===== src/rtl/vin_timing_meas.sv =====
// Video timing measurement for the FPD-Link input stream: measures line/frame
// geometry, qualifies it over consecutive frames and reports lock.
module vin_timing_meas #(
   parameter int unsigned HW          = 12,
   parameter int unsigned VW          = 12,
   parameter int unsigned LOCK_FRAMES = 2,
   parameter int unsigned TIMEOUT_W   = 22
) (
   input  logic          clk,
   input  logic          rst_n,
   input  logic          v_valid,
   input  logic          v_vsync,
   input  logic          v_hsync,
   input  logic          v_de,
   output logic [HW-1:0] h_total,
   output logic [HW-1:0] h_active,
   output logic [VW-1:0] v_total,
   output logic [VW-1:0] v_active,
   output logic          locked,
   output logic          frame_start,
   output logic          mode_change
);

   localparam int unsigned SW = 4;
   localparam logic [SW-1:0] LOCK_N = SW'(LOCK_FRAMES);

   typedef struct packed {
      logic                 vs_q;
      logic                 hs_q;
      logic                 de_q;
      logic [HW-1:0]        hcnt;
      logic [HW-1:0]        decnt;
      logic [HW-1:0]        line_total;
      logic [HW-1:0]        line_active;
      logic [HW-1:0]        ref_active;
      logic                 ref_vld;
      logic [VW-1:0]        v_tot_cnt;
      logic [VW-1:0]        v_act_cnt;
      logic                 frame_bad;
      logic                 armed;
      logic [HW-1:0]        prev_lt;
      logic [HW-1:0]        prev_la;
      logic [VW-1:0]        prev_vt;
      logic [VW-1:0]        prev_va;
      logic                 prev_vld;
      logic [SW-1:0]        stable_cnt;
      logic [TIMEOUT_W-1:0] wdcnt;
      logic [HW-1:0]        h_total;
      logic [HW-1:0]        h_active;
      logic [VW-1:0]        v_total;
      logic [VW-1:0]        v_active;
      logic                 locked;
      logic                 frame_start;
      logic                 mode_change;
   } state_t;

   state_t st;
   state_t st_nxt;

   logic          vs_rise, hs_rise, de_fall;
   logic          h_sat, de_sat, vt_sat, va_sat, de_run_bad, bad_c;
   logic [HW-1:0] cand_lt, cand_la;
   logic [VW-1:0] cand_vt, cand_va;
   logic          cand_same, cand_nonzero, match;
   logic [SW-1:0] stable_inc;

   // Edge detection and saturation / consistency events for this cycle
   always_comb begin
      vs_rise    = v_vsync & ~st.vs_q;
      hs_rise    = v_hsync & ~st.hs_q;
      de_fall    = ~v_de & st.de_q;
      h_sat      = ~hs_rise & (&st.hcnt);
      de_sat     = v_de & (&st.decnt);
      vt_sat     = hs_rise & (&st.v_tot_cnt);
      va_sat     = de_fall & (&st.v_act_cnt);
      de_run_bad = de_fall & st.ref_vld & (st.decnt != st.ref_active);
      bad_c      = st.frame_bad | de_run_bad | h_sat | de_sat | vt_sat | va_sat;
   end

   // Candidate for the ending frame; a DE fall in the vsync cycle still belongs to it
   always_comb begin
      cand_lt      = st.line_total;
      cand_vt      = st.v_tot_cnt;
      cand_la      = de_fall ? st.decnt : st.line_active;
      cand_va      = (de_fall && !va_sat) ? st.v_act_cnt + VW'(1) : st.v_act_cnt;
      cand_same    = !st.prev_vld ||
                     ((cand_lt == st.prev_lt) && (cand_la == st.prev_la) &&
                      (cand_vt == st.prev_vt) && (cand_va == st.prev_va));
      cand_nonzero = (cand_lt != '0) && (cand_la != '0) && (cand_vt != '0) && (cand_va != '0);
      match        = cand_same & cand_nonzero & ~bad_c;
      stable_inc   = (st.stable_cnt >= LOCK_N) ? LOCK_N : st.stable_cnt + SW'(1);
   end

   always_comb begin
      st_nxt             = st;
      st_nxt.frame_start = 1'b0;
      st_nxt.mode_change = 1'b0;
      st_nxt.vs_q        = v_vsync;
      st_nxt.hs_q        = v_hsync;
      st_nxt.de_q        = v_de;
      st_nxt.frame_bad   = bad_c;

      if (hs_rise) begin
         st_nxt.line_total = st.hcnt;
         st_nxt.hcnt       = HW'(1);
         if (!vt_sat) st_nxt.v_tot_cnt = st.v_tot_cnt + VW'(1);
      end else if (!h_sat) begin
         st_nxt.hcnt = st.hcnt + HW'(1);
      end

      if (v_de) begin
         if (!de_sat) st_nxt.decnt = st.decnt + HW'(1);
      end else if (de_fall) begin
         st_nxt.line_active = st.decnt;
         st_nxt.decnt       = '0;
         if (!va_sat) st_nxt.v_act_cnt = st.v_act_cnt + VW'(1);
         if (!st.ref_vld) begin
            st_nxt.ref_active = st.decnt;
            st_nxt.ref_vld    = 1'b1;
         end
      end

      if (!(&st.wdcnt)) st_nxt.wdcnt = st.wdcnt + TIMEOUT_W'(1);

      // Frame boundary: evaluate the ending frame, then restart frame counters
      if (vs_rise) begin
         st_nxt.frame_start = 1'b1;
         st_nxt.wdcnt       = '0;
         st_nxt.v_tot_cnt   = hs_rise ? VW'(1) : '0;
         st_nxt.v_act_cnt   = '0;
         st_nxt.frame_bad   = 1'b0;
         st_nxt.ref_vld     = 1'b0;
         if (!st.armed) begin
            st_nxt.armed = 1'b1;
         end else begin
            st_nxt.h_total  = cand_lt;
            st_nxt.h_active = cand_la;
            st_nxt.v_total  = cand_vt;
            st_nxt.v_active = cand_va;
            st_nxt.prev_lt  = cand_lt;
            st_nxt.prev_la  = cand_la;
            st_nxt.prev_vt  = cand_vt;
            st_nxt.prev_va  = cand_va;
            st_nxt.prev_vld = 1'b1;
            if (match) begin
               st_nxt.stable_cnt = stable_inc;
               st_nxt.locked     = (stable_inc == LOCK_N);
            end else begin
               st_nxt.stable_cnt  = '0;
               st_nxt.locked      = 1'b0;
               st_nxt.mode_change = st.locked;
            end
         end
      end else if (&st.wdcnt) begin
         st_nxt.locked      = 1'b0;
         st_nxt.stable_cnt  = '0;
         st_nxt.h_total     = '0;
         st_nxt.h_active    = '0;
         st_nxt.v_total     = '0;
         st_nxt.v_active    = '0;
         st_nxt.armed       = 1'b0;
         st_nxt.prev_vld    = 1'b0;
         st_nxt.mode_change = st.locked;
      end

      if (!v_valid) st_nxt = '0;
   end

   always_ff @(posedge clk or negedge rst_n) begin
      if (!rst_n) st <= '0;
      else        st <= st_nxt;
   end

   assign h_total     = st.h_total;
   assign h_active    = st.h_active;
   assign v_total     = st.v_total;
   assign v_active    = st.v_active;
   assign locked      = st.locked;
   assign frame_start = st.frame_start;
   assign mode_change = st.mode_change;

endmodule


===== config.mk =====
export PLATFORM = sky130hd
export DESIGN_NAME = vin_timing_meas
export DESIGN_NICKNAME = d
export VERILOG_FILES = /design/src/rtl/vin_timing_meas.sv
export SDC_FILE = /design/constraint.sdc
export NUM_CORES = 1
export LEC_CHECK = 0
export CAP_MARGIN = 20
export CORE_ASPECT_RATIO = 1.25
export CORE_MARGIN = 2
export CORE_UTILIZATION = 25
export CTS_BUF_LIST = sky130_fd_sc_hd__clkbuf_4 sky130_fd_sc_hd__clkbuf_8
export CTS_CLUSTER_SIZE = 28
export DETAILED_ROUTE_END_ITERATION = 16
export PLACE_DENSITY = 0.5
export SYNTH_ARGS = -nofsm -noshare
export SYNTH_HDL_FRONTEND = slang
export SYNTH_SLANG_ARGS = --single-unit

===== constraint.sdc =====
create_clock -name clk -period 7 [get_ports clk]
set_input_delay 0.7 -clock clk [delete_from_list [all_inputs] [get_ports clk]]
set_output_delay 0.7 -clock clk [all_outputs]
set_load 0.02 [all_outputs]

==> flow_summary.json <==
{
  "firstDrtPassIters": 5,
  "detailed_place_hpwl_microns": 17900,
  "ctsResizeCount": 0,
  "ant_nets": 0,
  "p_int_mw": 1.92,
  "crit_path_start": "v_de",
  "die_x_microns": 187,
  "synth_top_area_cell": "dfrtp_1",
  "synth_cell_type_count": 53,
  "root_buffer": "clkbuf_8",
  "area_growth_syn_to_layout_pct": 13.9,
  "yosys_most_used_dff": "dfrtp_1",
  "max_freq_mhz": 271,
  "grt_max_degree": 128,
  "rr_worst_depth": 10,
  "hold_violations": 0,
  "switchingPower_mw": 0.624,
  "drive_above_1_share_pct": 7.65,
  "drv_slew": 0,
  "core-area_sq_um": 41200,
  "synthesis.instances": 1057,
  "dieArea_sq_um": 43600,
  "gp_congestion": 0.839,
  "grt_pass1_wl_microns": 43400,
  "dr.first_iter.drc_count": 389,
  "dp_cells": 1564,
  "power_frac_comb_pct": 4.8,
  "syn-cell-area_sq_um": 10500,
  "ys_warn_count": 0,
  "clkLatencyLatePin_ns": 0.56,
  "h-tree-depth": 2,
  "r2r-start": "st[213]",
  "std_cell_rows": 83,
  "period_needed_ns": 3.70,
  "cp_max_fo": 22,
  "leakagePower_nw": 5.51,
  "cpMostUsedCell": "nor4_1",
  "nNetsFinal": 1065,
  "async_flop_share_pct": 100,
  "r2r-end": "locked",
  "ff2ff_setup_slack_ns": 3.74,
  "boundaryPins": 57,
  "ys_seq_area_share_pct": 51.6,
  "clk_pin_slew_ns": 0.06,
  "status": "finished, final reports clean",
  "crit_type": "in2reg",
  "fp.dieH_microns": 233,
  "skew_ns": 0.0316,
  "start_util_pct": 25.4,
  "rsz0062_at_grt": "no",
  "hold_buffers": 0,
  "synthTopCellsByArea": "dfrtp_1, xor2_1, nand2_1",
  "grt_pass1_vias": 7711,
  "crit_path_end": "locked",
  "globalRouteTotalUtil_pct": 12.4,
  "clock_path_buffers": 3,
  "drt-total-wl_microns": 26400,
  "cts_setup_buffers": 0,
  "overflow": 0,
  "endpoint_kind": "flop",
  "worst_slew_pin_slew_ns": 0.994,
  "hp-class": "in2async",
  "cp_slowest_stage_delay_ns": 0.65,
  "crit_required_ns": 7.48,
  "syn-num-nets": 1071,
  "start_kind": "primary input",
  "irDropWorstVdd_uv": 96.1,
  "max-slew-margin-rel_pct": 33.7,
  "cp_slowest_cell": "clkdlybuf4s50_1",
  "numCtsBuffers": 37,
  "port_buffers": 56,
  "crit_chain": "clkdlybuf4s50_1 -> nand2b_1 -> buf_4 -> mux2i_1 -> xnor2_1 -> nor4_1 -> o2111ai_1 -> nor4_1 -> nand4_1 -> a211oi_1 -> a32o_1",
  "tns_ns": 0,
  "p_clk_share_pct": 45.5,
  "power.density_nw_per_um2": 214,
  "power_frac_seq_pct": 49.7,
  "fin_util_pct": 28.9,
  "setup_viol": 0,
  "cp_data_arrival_time_ns": 4.18,
  "post_drt_wl_per_cell_microns": 16.3,
  "fill_cells": 4314,
  "drcViolationCount": 0,
  "total_power_mw": 2.55,
  "vias": 7489,
  "vias_per_cell": 4.61,
  "fin_cells": 1625,
  "fin_crit_sh_pct": 52.8,
  "drv_cap": 0,
  "p_sw_share_pct": 24.5,
  "synth-edff-count": 0,
  "ys_seq_elements": 216,
  "antenna_found_initial": 1,
  "cts_tree": "yes",
  "synth_area_per_cell_sq_um": 9.91,
  "synth_top_cell_area_share_pct": 51.6,
  "cts_sinks": 216
}
per-layer routing:
metal | global-route usage, % | vias up | share of wire (%)
met5 | 0 | - | 0
met4 | 5.28 | 0 | 3.1
met3 | 2.34 | 51 | 4.6
met2 | 20.6 | 151 | 48
met1 | 15.8 | 3705 | 45
li1 | - | 3582 | -
how the worst min path moves through the flow:
stage	cells past startpoint	to	slack, ns	start
after CTS	1	st[70]	0.30	rst_n
after detailed placement	1	v_active[7]	0.47	v_active[7]
after global placement	1	v_active[0]	0.46	v_active[0]
after floorplan	0	cand_lt[0]	0.40	rst_n
after global routing	1	st[70]	0.33	rst_n
final	1	st[88]	0.25	rst_n
cell usage after synthesis, drive strengths merged (31+ instances only):
cell type / count
a22o: 45
a21oi: 49
clkbuf: 46
nor2: 121
a21o: 34
xor2: 54
dfrtp: 216
buf: 65
nand2: 121
o21ai: 36
xnor2: 48
nand4: 31
layout make-up:
class	count	area, sq um	area share (%)
inverter	10	37.5	0.315
multi-input combinational	720	4420	37.1
tap	552	691	5.79
clock buffer	57	709	5.95
clock inverter	3	20.0	0.168
antenna	1	2.50	0.0210
sequential	216	5410	45.3
timing repair buffer	66	641	5.37
power by group through the flow:
stage	logic, mW	clock network [mW]	registers (mW)
floorplan	0.0673	0	1.29
global placement	0.125	0	1.29
detailed placement	0.126	0	1.29
CTS	0.127	1.20	1.27
global route	0.139	1.25	1.27
finish	0.122	1.16	1.27
cells in the final DEF (no fill, tap or decap), drive strengths merged, types with 9 or more instances in the layout:
master and instances:
nand4 31, a21o 34, clkdlybuf4s50 55, dfrtp 216, inv 10, o21ai 36, nor4 20, a21oi 49
a22o 45, nand2b 9, and3 15, xor2 54, and2 10, xnor2 48, nand3 25, clkbuf 57
nor2 121, mux2i 19, nor3 12, nand2 121, buf 11
sequential cells by signal (all words and copies together), names as in the netlist:
signal       count
cand_lt         12
cand_vt         12
frame_start      1
h_active        12
h_total         12
locked           1
mode_change      1
st             141
v_active        12
v_total         12
cells by family after synthesis:
family,count (synthesis),synth area share [%]
AOI/OAI and AO/OA,193,12.4
xor gates and xnor gates,102,8.53
adders and majority gates,8,0.956
buffers and inverters,121,6.38
DFF,216,51.6
muxes,19,1.97
and+or+nand+nor,398,18.1
critical path: cells and delay by family:
| family | cells | cell delay (ns) |
|---|---|---|
| and+or+nand+nor | 4 | 1.14 |
| xor gates and xnor gates | 1 | 0.12 |
| buffers and inverters | 2 | 0.98 |
| muxes | 1 | 0.37 |
| AOI/OAI and AO/OA | 3 | 0.86 |
stage by stage:
step	hold slack (ns)	instance area [sq um]	worst slack [ns]
4_1_cts	0.298	11900	3.35
3_3_place_gp	0.462	11200	2.88
2_1_floorplan	0.404	10500	4.16
5_1_grt	0.325	11900	3.03
3_5_place_dp	0.469	11200	2.81
6_report	0.251	11900	3.30
No activity file was read; power rests on OpenSTA's default activity.
==> RTL edit 1, RTL diff (same settings) <==
Set the parameter `VW` to 14 (it was 12).
--- a/src/rtl/vin_timing_meas.sv
+++ b/src/rtl/vin_timing_meas.sv
@@ -3,5 +3,5 @@
 module vin_timing_meas #(
    parameter int unsigned HW          = 12,
-   parameter int unsigned VW          = 12,
+   parameter int unsigned VW          = 14,
    parameter int unsigned LOCK_FRAMES = 2,
    parameter int unsigned TIMEOUT_W   = 22
Interface: changed (resized v_active and v_total); port bits go from 57 to 61. The function was not compared with the original's and may differ.
==> RTL edit 1 against the unedited design <==
  * Largest cell class unchanged
  * Sequential cell count up 12
  * Synthesized area up 7.0%
  * Global-route usage down 0.14 points
  * Design area up 6.9%
  * Sequential power up 6%
  * Setup slack worse by 0.012 ns
  * Power up 6.6%
  * Register-to-register slack worse by 0.07 ns
  * Largest power group unchanged
  * Routed wire length up 5.8%
  * Clock skew down 0.0071 ns
==> RTL edit 1: results (changes against the unedited design) <==
| Metric | Value |
|---|---|
| Critical-path top delay cell | or4_2 (was clkdlybuf4s50_1) |
| CTS Buf Count | 41 (was 37) |
| Max FO, Critical Path | 25 (was 22) |
| TritonRoute pass-1 iters | 4 (was 5) |
| Clock Skew | 0.02444 ns (was 0.03155 ns) |
| Unique masters post-synth | 66 (was 53) |
| Largest net degree at the start of global routing | 147 (was 128) |
| Status | finished clean (unchanged) |
| Top cells by area, synth | dfrtp_1, xor2_1, xnor2_1 (was dfrtp_1, xor2_1, nand2_1) |
| Routed wl met3 | 1059 um (was 1219 um) |
| Slew @ Worst Pin | 1.035 ns (was 0.9939 ns) |
| Mapped Nets | 1128 (was 1071) |
| Max stage delay on crit path | 0.67 ns (was 0.65 ns) |
| Switch Pwr | 0.6683 mW (was 0.6238 mW) |
| Register-to-Register Path Depth | 9 (was 10) |
| Metal-1 WL | 12950 um (was 11790 um) |
| Via count | 7897 (was 7489) |
| Max IR drop VDD | 0.1171 mV (was 0.09612 mV) |
| FF-to-FF Start | st[225] (was st[213]) |
| WL met2 | 12960 um (was 12620 um) |
| Synth Area in Adders | 0.008934 (was 0.009558) |
| Vias in the first global route | 8137 (was 7711) |
| Initial DRC count | 456 (was 389) |
| Arr. time, crit path | 4.13 ns (was 4.18 ns) |
| Initial antenna violation count | 1 (unchanged) |
| Routed len/inst | 16.36 um (was 16.27 um) |
| Worst slack at placement | 2.758 ns (was 2.812 ns) |
| Total negative setup slack | 0 ns (unchanged) |
| Grt met2 use | 0.1963 (was 0.2061) |
| Logic power comb | 0.126 mW (was 0.122 mW) |
| Synth top cells by count | dfrtp_1, nor2_1, nand2_1, xor2_1, buf_4 (was dfrtp_1, nand2_1, nor2_1, xor2_1, buf_4) |
| Xor and xnor fraction of the mapped netlist area | 0.08509 (was 0.08530) |
| Highest routed layer | met4 (unchanged) |
| GR Util met1 | 0.1630 (was 0.1575) |
| Worst setup endpoint | mode_change (was locked) |
| GRT Total Usage | 0.1225 (was 0.1239) |
| Port Buf Inserts | 60 (was 56) |
| Met3 Usage GRT | 0.02068 (was 0.02338) |
| Max FFs per register | 147 (was 141) |
| Layout cell share with drive strength beyond 1 | 0.08187 (was 0.07649) |
| Hpwl dp | 18620 um (was 17940 um) |
| Slew Viols, Final | 0 (unchanged) |
| Sequential share of the synthesized area | 0.5092 (was 0.5161) |
| Clock buffer depth | 3 (unchanged) |
| First-pass GRT wire length | 46310 um (was 43390 um) |
| Static leakage | 5.864 nW (was 5.515 nW) |
| Gpl congestion | 0.8566 (was 0.8389) |
| Clock Power Share | 0.462 (was 0.455) |
| Mux contribution to synthesized area | 0.01083 (was 0.01971) |
| Synth Area in Compound Gates | 0.1407 (was 0.1244) |
| Min cycle time layout | 3.707 ns (was 3.695 ns) |
| Flop-to-flop setup slack | 3.67 ns (was 3.74 ns) |
==> RTL edit 1: cell count changes after synthesis, moves of 13 or more <==
cell | before | now
nand2_1 | 121 | 99
a21boi_0 | 0 | 29
a21oi_1 | 49 | 24
nor2b_1 | 8 | 21
inv_1 | 10 | 29
==> RTL edit 1: kinds of logic (layout without fill, tap and decap cells) <==
logic type | count (synthesis) | after routing
simple gates | 396 | 396
flops | 228 | 228
fa+ha+maj | 8 | 8
other cells | 0 | 1
compound gates | 219 | 219
buf+inv | 143 | 165
xor+xnor | 108 | 108
mux | 12 | 12
==> RTL edit 1: critical path: cells and delay by family <==
| family | cells | cell delay, ns |
|---|---|---|
| AND/OR/NAND/NOR | 3 | 1.40 |
| buffers and inverters | 2 | 0.87 |
| AO/OA/AOI/OAI | 4 | 0.85 |
| XOR/XNOR | 1 | 0.16 |
| multiplexers | 1 | 0.13 |
==> RTL edit 1: layout make-up <==
| class | count | area [um^2] |
|---|---|---|
| inverter | 29 | 108.9 |
| timing repair buffer | 69 | 685.7 |
| clock buffer | 58 | 754.5 |
| clock inverter | 9 | 51.30 |
| sequential | 228 | 5705 |
| fill | 4605 | 31360 |
| antenna | 1 | 2.502 |
| tap | 572 | 715.7 |
| multi-input combinational | 743 | 4731 |
==> RTL edit 1: per-stage QoR <==
stage | hold WS (ns) | total power, mW | area (um^2) | std cells | util
2_1_floorplan | 0.4044 | 1.425 | 11200 | 1114 | -
3_3_place_gp | 0.4650 | 1.489 | 11950 | 1641 | 0.2708
3_5_place_dp | 0.4685 | 1.490 | 11950 | 1641 | 0.2708
4_1_cts | 0.1202 | 2.777 | 12750 | 1708 | 0.2891
5_1_grt | 0.1620 | 2.848 | 12750 | 1709 | 0.2891
6_report | 0.1134 | 2.717 | 12750 | 1709 | 0.2891
==> RTL edit 2, RTL diff (same flow settings) <==
Without the edit above. Make the reset (`rst_n`) synchronous in one clocked block.
--- a/src/rtl/vin_timing_meas.sv
+++ b/src/rtl/vin_timing_meas.sv
@@ -167,5 +167,5 @@
    end
 
-   always_ff @(posedge clk or negedge rst_n) begin
+   always_ff @(posedge clk) begin
       if (!rst_n) st <= '0;
       else        st <= st_nxt;
Behaviour: differs if rst_n is asserted again (counterexample within 4 cycles, from zero or initial values and one cycle with rst_n low); with rst_n held inactive, the same outputs for 4 cycles.
==> RTL edit 2 against the unedited design <==
  * Core utilization grew 0.17 points
  * Design area shrank 4.8%
  * Power grew 3.2%
  * Synthesized area shrank 5.8%
  * Non-clock buffer count shrank 1
  * Setup slack lost 0.032 ns
  * Routed wire length grew 4.4%
  * Critical endpoint is now st[74]
  * Sequential cell count is the same
==> RTL edit 2: results (changes against the unedited design) <==
| Metric | Value |
|---|---|
| Synth Area in Adders | 0.01014 (was 0.009558) |
| First-pass GRT wire length | 43800 um (was 43390 um) |
| CTS Buf Count | 40 (was 37) |
| Unique masters post-synth | 65 (was 53) |
| Sequential share of the synthesized area | 0.4382 (was 0.5161) |
| Crit-path leading delay family | simple AND/OR/NAND/NOR gates (unchanged) |
| Hpwl dp | 19260 um (was 17940 um) |
| Port Buf Inserts | 56 (unchanged) |
| Hold endpoint | v_active[8] |
| Worst-path clk slew | 0.07 ns |
| Max stage delay on crit path | 0.71 ns (was 0.65 ns) |
| Switch Pwr | 0.6043 mW (was 0.6238 mW) |
| GRT Total Usage | 0.1336 (was 0.1239) |
| Top cells by area, synth | dfxtp_1, a21oi_1, nand2_1 (was dfrtp_1, xor2_1, nand2_1) |
| Max FO, Critical Path | 21 (was 22) |
| Gpl congestion | 0.8631 (was 0.8389) |
| Diodes inserted | 0 (was 1) |
| FF-to-FF Start | st[128] (was st[213]) |
| Relative slew slack | 0.3381 (was 0.3374) |
| Arr. time, crit path | 4.15 ns (was 4.18 ns) |
| Register-to-Register Path Depth | 9 (was 10) |
| Vias in the first global route | 7941 (was 7711) |
| Root buf cell | clkbuf_8 (unchanged) |
| Final-stage net count | 1209 (was 1065) |
| Synth top cells by count | dfxtp_1, nand2_1, nor2_1, a21oi_1, clkbuf_1 (was dfrtp_1, nand2_1, nor2_1, xor2_1, buf_4) |
| WL met2 | 13350 um (was 12620 um) |
| Critical R2R Capture | st[74] (was locked) |
| Status | finished clean (unchanged) |
| MaxCap Viol Count | 0 (unchanged) |
| Mux contribution to synthesized area | 0.02270 (was 0.01971) |
| Synth Area in Compound Gates | 0.1391 (was 0.1244) |
| Flop-to-flop setup slack | 3.54 ns (was 3.74 ns) |
| Layout cell share with drive strength beyond 1 | 0.08231 (was 0.07649) |
| Initial DRC count | 418 (was 389) |
| Metal-1 WL | 12560 um (was 11790 um) |
| FFs w/ async S/R, synth | 0 (was 1.000) |
| Hold Path Class | flop to flop (was input port to async pin) |
| TritonRoute pass-1 iters | 7 (was 5) |
| Hold Path Depth | 2 |
| Largest net degree at the start of global routing | 76 (was 128) |
| Routed wl met3 | 964 um (was 1219 um) |
| Static leakage | 3.907 nW (was 5.515 nW) |
| Clock buffer depth | 3 (unchanged) |
| Hold WS | 0.4584 ns (was 0.2508 ns) |
| Max IR drop VDD | 0.1089 mV (was 0.09612 mV) |
| Final WL | 27610 um (was 26440 um) |
| Xor and xnor fraction of the mapped netlist area | 0.07989 (was 0.08530) |
| Max FFs per register | 141 (unchanged) |
| Main synth FF type | dfxtp_1 (was dfrtp_1) |
| Post-DP Area | 10460 um^2 (was 11200 um^2) |
| Initial antenna violation count | 0 (was 1) |
| Highest routed layer | met4 (unchanged) |
| Critical-path top delay cell | nand2b_1 (was clkdlybuf4s50_1) |
| Post-DR vias/cell | 4.710 (was 4.609) |
| Register bank with the most flops | st (unchanged) |
| Clock latency on the worst-skew pair | 0.55 ns |
| Worst slack at placement | 2.709 ns (was 2.812 ns) |
| Clock Skew | 0.02395 ns (was 0.03155 ns) |
RTL edit 2: cell types whose count changed in the layout (fill, tap and decap cells not counted), sizes merged, moves of 34 or more:
| cell | before | now |
|---|---|---|
| a21o | 34 | 0 |
| a21oi | 49 | 139 |
| a22o | 45 | 0 |
| dfrtp | 216 | 0 |
| dfxtp | 0 | 216 |
| nand2 | 121 | 166 |
| nor2 | 121 | 158 |
RTL edit 2: worst register-to-register path, stage by stage, from the launching register on:
cell,delay (ns)
dfxtp_1,0.47
ha_1,0.43
nand3b_4,0.20
nor4_1,0.47
mux2i_1,0.45
nand2_1,0.07
or4_1,0.42
or4_1,0.54
o2111ai_2,0.17
o21ai_1,0.12
RTL edit 2: worst max-delay path by stage:
stage | cells past startpoint | startpoint | slack (ns) | endpoint
global placement | 8 | v_de | 2.74 | st[74]
CTS | 8 | v_de | 3.27 | st[74]
floorplan | 9 | v_de | 3.92 | locked
detailed placement | 8 | v_de | 2.71 | st[74]
global route | 8 | v_de | 3.03 | st[75]
finish | 8 | v_de | 3.27 | st[74]
RTL edit 2: cells by family (layout without fill, tap and decap cells):
| group | Yosys count | count (layout) |
|---|---|---|
| fa+ha+maj | 8 | 8 |
| xor+xnor | 90 | 90 |
| compound gates | 237 | 237 |
| simple gates | 495 | 495 |
| flops | 216 | 216 |
| mux | 22 | 22 |
| buf+inv | 146 | 159 |
RTL edit 2: power by group through the flow:
stage	registers, mW	logic [mW]	clock network [mW]
after floorplan	1.26	0.0478	0
after global placement	1.26	0.0699	0
after detailed placement	1.26	0.0700	0
after CTS	1.24	0.0703	1.37
after global routing	1.24	0.0758	1.43
final	1.24	0.0687	1.32
RTL edit 2: cell type report:
class	instances	area [um^2]
clock buffers	66	814.5
clock inverters	8	81.33
fillers	4170	27660
inverters	20	75.07
multi-input cells	852	4808
flip-flops and latches	216	4324
well taps	498	623.1
repair buffers	65	628.1
RTL edit 2: through the flow:
step | util | power (mW) | std cells
floorplan | - | 1.310 | 1214
global placement | 0.2680 | 1.334 | 1651
detailed placement | 0.2680 | 1.334 | 1651
CTS | 0.2910 | 2.674 | 1725
global route | 0.2910 | 2.739 | 1725
finish | 0.2910 | 2.630 | 1725
RTL edit 2: per-layer routing:
metal / track usage / vias to the layer above
met5: 0 / -
met4: 0.04642 / 0
met3: 0.02387 / 49
met2: 0.2321 / 168
met1: 0.1659 / 3823
li1: - / 4084
